### src/rtl/output_drain_if.sv
// output_drain_if: valid/ready beat stream carrying buffer entries with index and last flag
interface output_drain_if #(
  parameter int BUF_SIZE = 32,
  parameter int BUF_NUM  = 32
);
  localparam int AW = $clog2(BUF_NUM);
  logic                m_val_o;
  logic                m_rdy_i;
  logic [BUF_SIZE-1:0] m_dat_o;
  logic [AW-1:0]       m_idx_o;
  logic                m_last_o;
  modport master (output m_val_o, m_dat_o, m_idx_o, m_last_o, input m_rdy_i);
  modport slave  (input m_val_o, m_dat_o, m_idx_o, m_last_o, output m_rdy_i);
endinterface

### src/rtl/output_drain.sv
// output_drain: walks the output buffer and streams its entries; define OUTPUT_DRAIN_RELU_EN to clamp negative entries to zero
module output_drain #(
  parameter int BUF_SIZE = 32,
  parameter int BUF_NUM  = 32
) (
  input  logic                       clk_i,
  input  logic                       rst_ni,
  input  logic                       start_i,
  input  logic [$clog2(BUF_NUM)-1:0] cnt_i,
  input  logic                       abort_i,
  output logic                       busy_o,
  output logic                       done_o,
  output logic [$clog2(BUF_NUM)-1:0] out_sel_o,
  input  logic [BUF_SIZE-1:0]        out_dat_i,
  output_drain_if.master             m
);
  localparam int AW = $clog2(BUF_NUM);
  typedef enum logic [1:0] {IDLE, RUN, DONE} state_e;
  state_e              state_q, state_d;
  logic [AW-1:0]       rd_ptr_q, rd_ptr_d, idx_q, idx_d;
  logic [AW:0]         rem_q, rem_d;
  logic                val_q, val_d, last_q, last_d;
  logic [BUF_SIZE-1:0] dat_q, dat_d, load_dat;
  logic                load, hs, final_load;

`ifdef OUTPUT_DRAIN_RELU_EN
  assign load_dat = out_dat_i[BUF_SIZE-1] ? '0 : out_dat_i;
`else
  assign load_dat = out_dat_i;
`endif

  // state register and one-entry output register
  always_ff @(posedge clk_i or negedge rst_ni) begin
    if (!rst_ni) begin
      state_q  <= IDLE;
      rd_ptr_q <= '0;
      rem_q    <= '0;
      val_q    <= 1'b0;
      dat_q    <= '0;
      idx_q    <= '0;
      last_q   <= 1'b0;
    end else begin
      state_q  <= state_d;
      rd_ptr_q <= rd_ptr_d;
      rem_q    <= rem_d;
      val_q    <= val_d;
      dat_q    <= dat_d;
      idx_q    <= idx_d;
      last_q   <= last_d;
    end
  end

  // abort beats start and handshake; a load refills the output slot whenever it is empty or draining
  always_comb begin
    hs         = val_q && m.m_rdy_i;
    load       = !abort_i && state_q == RUN && rem_q != '0 && (!val_q || m.m_rdy_i);
    final_load = rem_q == (AW+1)'(1);
    state_d    = abort_i                       ? IDLE :
                 (state_q == IDLE && start_i)  ? RUN  :
                 (state_q == RUN && hs && last_q) ? DONE :
                 (state_q == DONE)             ? IDLE : state_q;
    rem_d      = abort_i                      ? '0 :
                 (state_q == IDLE && start_i) ? (cnt_i == '0 ? (AW+1)'(BUF_NUM) : {1'b0, cnt_i}) :
                 load                         ? rem_q - 1'b1 : rem_q;
    rd_ptr_d   = (state_d == IDLE || state_q == IDLE) ? '0 :
                 (load && !final_load)               ? rd_ptr_q + 1'b1 : rd_ptr_q;
    val_d      = abort_i ? 1'b0 : load ? 1'b1 : hs ? 1'b0 : val_q;
    dat_d      = load ? load_dat : dat_q;
    idx_d      = load ? rd_ptr_q : idx_q;
    last_d     = state_d == IDLE ? 1'b0 : load ? final_load : last_q;
  end

  assign busy_o     = state_q != IDLE;
  assign done_o     = state_q == DONE;
  assign out_sel_o  = rd_ptr_q;
  assign m.m_val_o  = val_q;
  assign m.m_dat_o  = dat_q;
  assign m.m_idx_o  = idx_q;
  assign m.m_last_o = last_q;
endmodule

### src/flat_wrapper.sv
// flat-port wrapper written by rule: the top's interface ports become plain ports
module output_drain_flat 
#(
  parameter int BUF_SIZE = 32,
  parameter int BUF_NUM  = 32
)
  (clk_i, rst_ni, start_i, cnt_i, abort_i, busy_o, done_o, out_sel_o, out_dat_i, m_m_val_o, m_m_dat_o, m_m_idx_o, m_m_last_o, m_m_rdy_i);
  output_drain_if #(.BUF_SIZE(BUF_SIZE), .BUF_NUM(BUF_NUM)) m_i ();
  input  logic clk_i;
  input  logic rst_ni;
  input  logic start_i;
  input  logic [$clog2(BUF_NUM)-1:0] cnt_i;
  input  logic abort_i;
  output logic busy_o;
  output logic done_o;
  output logic [$clog2(BUF_NUM)-1:0] out_sel_o;
  input  logic [BUF_SIZE-1:0] out_dat_i;
  output wire logic [$bits(m_i.m_val_o)-1:0] m_m_val_o;
  output wire logic [$bits(m_i.m_dat_o)-1:0] m_m_dat_o;
  output wire logic [$bits(m_i.m_idx_o)-1:0] m_m_idx_o;
  output wire logic [$bits(m_i.m_last_o)-1:0] m_m_last_o;
  input wire logic [$bits(m_i.m_rdy_i)-1:0] m_m_rdy_i;
  assign m_m_val_o = m_i.m_val_o;
  assign m_m_dat_o = m_i.m_dat_o;
  assign m_m_idx_o = m_i.m_idx_o;
  assign m_m_last_o = m_i.m_last_o;
  assign m_i.m_rdy_i = m_m_rdy_i;
  output_drain #(.BUF_SIZE(BUF_SIZE), .BUF_NUM(BUF_NUM)) u_core (.clk_i(clk_i), .rst_ni(rst_ni), .start_i(start_i), .cnt_i(cnt_i), .abort_i(abort_i), .busy_o(busy_o), .done_o(done_o), .out_sel_o(out_sel_o), .out_dat_i(out_dat_i), .m(m_i));
endmodule
### config.mk
export PLATFORM = sky130hd
export DESIGN_NAME = output_drain_flat
export DESIGN_NICKNAME = d
export VERILOG_FILES = /design/src/rtl/output_drain_if.sv /design/src/rtl/output_drain.sv /design/src/flat_wrapper.sv
export SDC_FILE = /design/constraint.sdc
export NUM_CORES = 1
export LEC_CHECK = 0
export ABC_AREA = 0
export CAP_MARGIN = 40
export CORE_MARGIN = 8
export CORE_UTILIZATION = 33
export CTS_CLUSTER_DIAMETER = 80
export DETAILED_ROUTE_END_ITERATION = 16
export HOLD_SLACK_MARGIN = 0.05
export SLEW_MARGIN = 10
export SYNTH_ARGS = -nofsm -noshare
export SYNTH_HDL_FRONTEND = slang
export SYNTH_SLANG_ARGS = --single-unit
### constraint.sdc
create_clock -name clk_i -period 5.1 [get_ports clk_i]
set_input_delay 0.51 -clock clk_i [delete_from_list [all_inputs] [get_ports clk_i]]
set_output_delay 0.51 -clock clk_i [all_outputs]
set_load 0.005 [all_outputs]
==> flow_summary.yaml <==
status:
  status: "completed"
timing:
  skew_ns: 0.00836
  fmax_ghz: 0.350
  drv_slew: 0
  tns_ns: 0
  setup_viol: 0
  fin_crit_sh_pct: 56.0
  relSlewSlack_pct: 50.2
  fin_crit_ns: 2.86
  rsz0062_at_grt: "no"
  layout_setup_ws_ns: 2.24
  tightest_slew_ns: 0.746
  hold_violations: 0
detailed_routing:
  dr.pass1.iters: 4
  routed_wl_mm: 6.01
  drc_errors: 0
  avgRoutedWirePerCell_um: 14.5
  drt_iter0_markers: 61
  drtAntennaViolNets: 0
  avgViaCountPerCell: 4.67
  via_count: 1938
clocking:
  clkLatencyLatePin_ns: 0.30
  clock-sinks: 52
  cts_tree: "built"
  clockBufferDepth: 2
  cts.repair.resized: 0
  cts_setup_buffers: 0
  clock-root-buffer: "clkbuf_8"
  postCtsHoldBufs: 0
  htreeDepth: 2
  path_clk_slew_ns: 0.09
  numCtsBuffers: 5
critical_path:
  worst-endpoint-required_ns: 5.27
  start_kind: "input pin"
  path_class: "in2reg"
  reg2reg_from: "u_core.rem_q[0]"
  r2r_cells: 7
  r2r-end: "u_core.rem_q[3]"
  r2r_slack_ns: 2.64
  arrival_ns: 3.03
  worstPathCellList: "clkdlybuf4s50_1 > nor3b_2 > o211a_1 > buf_4 > a211oi_1 > a2111oi_1"
  critPathMaxStageDelay_ns: 0.63
  cp_max_fo: 26
  end_kind: "register"
  worst_path_max_delay_cell: "clkdlybuf4s50_1"
synth:
  async_flop_share_pct: 100
  yosysSeqAreaShare_pct: 58.0
  yosys_warnings: 0
  ys_ff_latch: 52
  synthFlopType: "dfrtp_1"
  synth_nets: 294
  synth_edf_count: 0
  yosysUniqueCellTypes: 34
  syn_area_um2: 2240
  synth_area_per_cell_um2: 9.05
  syn_inst: 248
placement:
  dp_hpwl_mm: 4.32
  placed_cell_area_um2: 3190
  dpl.cell_count: 407
  portBuffers: 87
  dp_slack_ns: 1.86
  place_congestion: 0.748
power_and_ir_drop:
  p_total_w: 0.00120
  powerDensity_nw_per_um2: 364
  ir_drop_v: 0.000180
  power.leakage_nw: 1.57
final_layout:
  fin_nets: 380
  drive_gt1_share_pct: 4.48
  antenna_cells: 0
  stdcell_area_um2: 3310
  areaGrowthSynthToFinish_pct: 47.3
  fin_cells: 415
  fillers: 643
floorplanning:
  dieArea_um2: 9700
  die_x_um: 98.5
  io_pins: 88
  start_util_pct: 33.6
  rows: 30
  die_h_um: 98.5
  core_area_um2: 6680
global_route:
  antenna_found_initial: 0
  grt_overflow: 0
  grt_max_degree: 53
  grt_pass1_wl_mm: 10.3
  grt_usage_pct: 12.9
  grt_pass1_vias: 2069
run:
  max-cap-violations: 0
worst_hold_path:
  min-delay-path-class: "in2async"
## cells by family (layout without fill, tap and decap cells)
logic type	count (synthesis)	count (layout)	share of synthesized area, %
simple gates	150	150	27.9
mux	1	1	0.446
buf+inv	16	103	2.95
compound gates	24	24	8.14
flops	52	52	58.0
fa+ha+maj	4	4	2.23
xor+xnor	1	1	0.390
## layer usage
metal	vias up	part of all wire [%]	GRT usage [%]	wire length [um]
met5	-	0	0	0
met1	882	45	16.2	2720
met4	0	0.77	2.48	46
li1	979	-	-	-
met3	5	11	6.91	671
met2	72	43	19.3	2570
## placed cells by master (no fill, tap or decap), drive strengths merged, types with 2 or more instances in the layout
cell	count
a211oi	3
a21oi	3
a311oi	2
and2	2
buf	4
clkbuf	6
clkdlybuf4s50	86
dfrtp	52
ha	4
inv	5
nand2	116
nand2b	3
nand3	4
nor2	13
nor3b	2
o211a	2
o211ai	4
o21ai	4
o31ai	3
or3	2
## Yosys cell counts, types with 2 or more instances
cell type / number / share of area, %
o21ai_0: 4 / 0.89
dfrtp_1: 52 / 58
ha_1: 4 / 2.2
or3_1: 2 / 0.56
a211oi_1: 3 / 1.0
a311oi_1: 2 / 0.78
inv_1: 5 / 0.84
o211ai_1: 4 / 1.3
nand2_1: 116 / 19
o31ai_1: 3 / 1.0
a21oi_1: 3 / 0.67
o211a_1: 2 / 0.89
buf_2: 5 / 1.1
clkbuf_1: 6 / 1.0
nor2_1: 13 / 2.2
nand3_1: 4 / 0.89
nand2b_1: 3 / 0.84
## power by group
| group | internal, W | switching [W] |
|---|---|---|
| sequential | 0.000500 | 0.0000524 |
| clock | 0.000161 | 0.000137 |
| combinational | 0.000215 | 0.000139 |
| total | 0.000876 | 0.000329 |
## worst max-delay path: cells and delay by family
kind,cells,cell delay (ns)
compound gates,3,1.10
simple gates,1,0.39
buf+inv,2,1.01
## stage by stage
stage / utilization [%] / hold slack, ns
floorplan: - / 0.214
global route: 49.5 / 0.365
global placement: 47.7 / 0.457
finish: 49.5 / 0.316
detailed placement: 47.7 / 0.463
CTS: 49.5 / 0.334
## final cells by class
class | instances | area [um^2] | area share (%)
Inverter | 5 | 18.8 | 0.568
Tap cell | 80 | 100 | 3.03
Clock inverter | 2 | 38.8 | 1.17
Multi-Input combinational cell | 180 | 877 | 26.5
Clock buffer | 6 | 82.6 | 2.50
Timing Repair Buffer | 90 | 888 | 26.9
Sequential cell | 52 | 1300 | 39.3
## worst max path at each step
stage / start / to / slack [ns]
floorplan: u_core.rem_q[2] / u_core.rem_q[3] / 3.28
global placement: abort_i / u_core.rem_q[3] / 1.99
detailed placement: abort_i / u_core.rem_q[3] / 1.86
CTS: abort_i / u_core.rem_q[3] / 2.18
global route: abort_i / u_core.rem_q[3] / 1.91
finish: abort_i / u_core.rem_q[3] / 2.24
## registers in the layout, indices dropped and copies added (netlist names)
name and count:
u_core.m.m_dat_o 32, u_core.m.m_idx_o 5, u_core.m.m_last_o 1, u_core.m.m_val_o 1, u_core.out_sel_o 5, u_core.rem_q 6, u_core.state_q 2
Note: power is estimated with default switching activity, not from simulation.
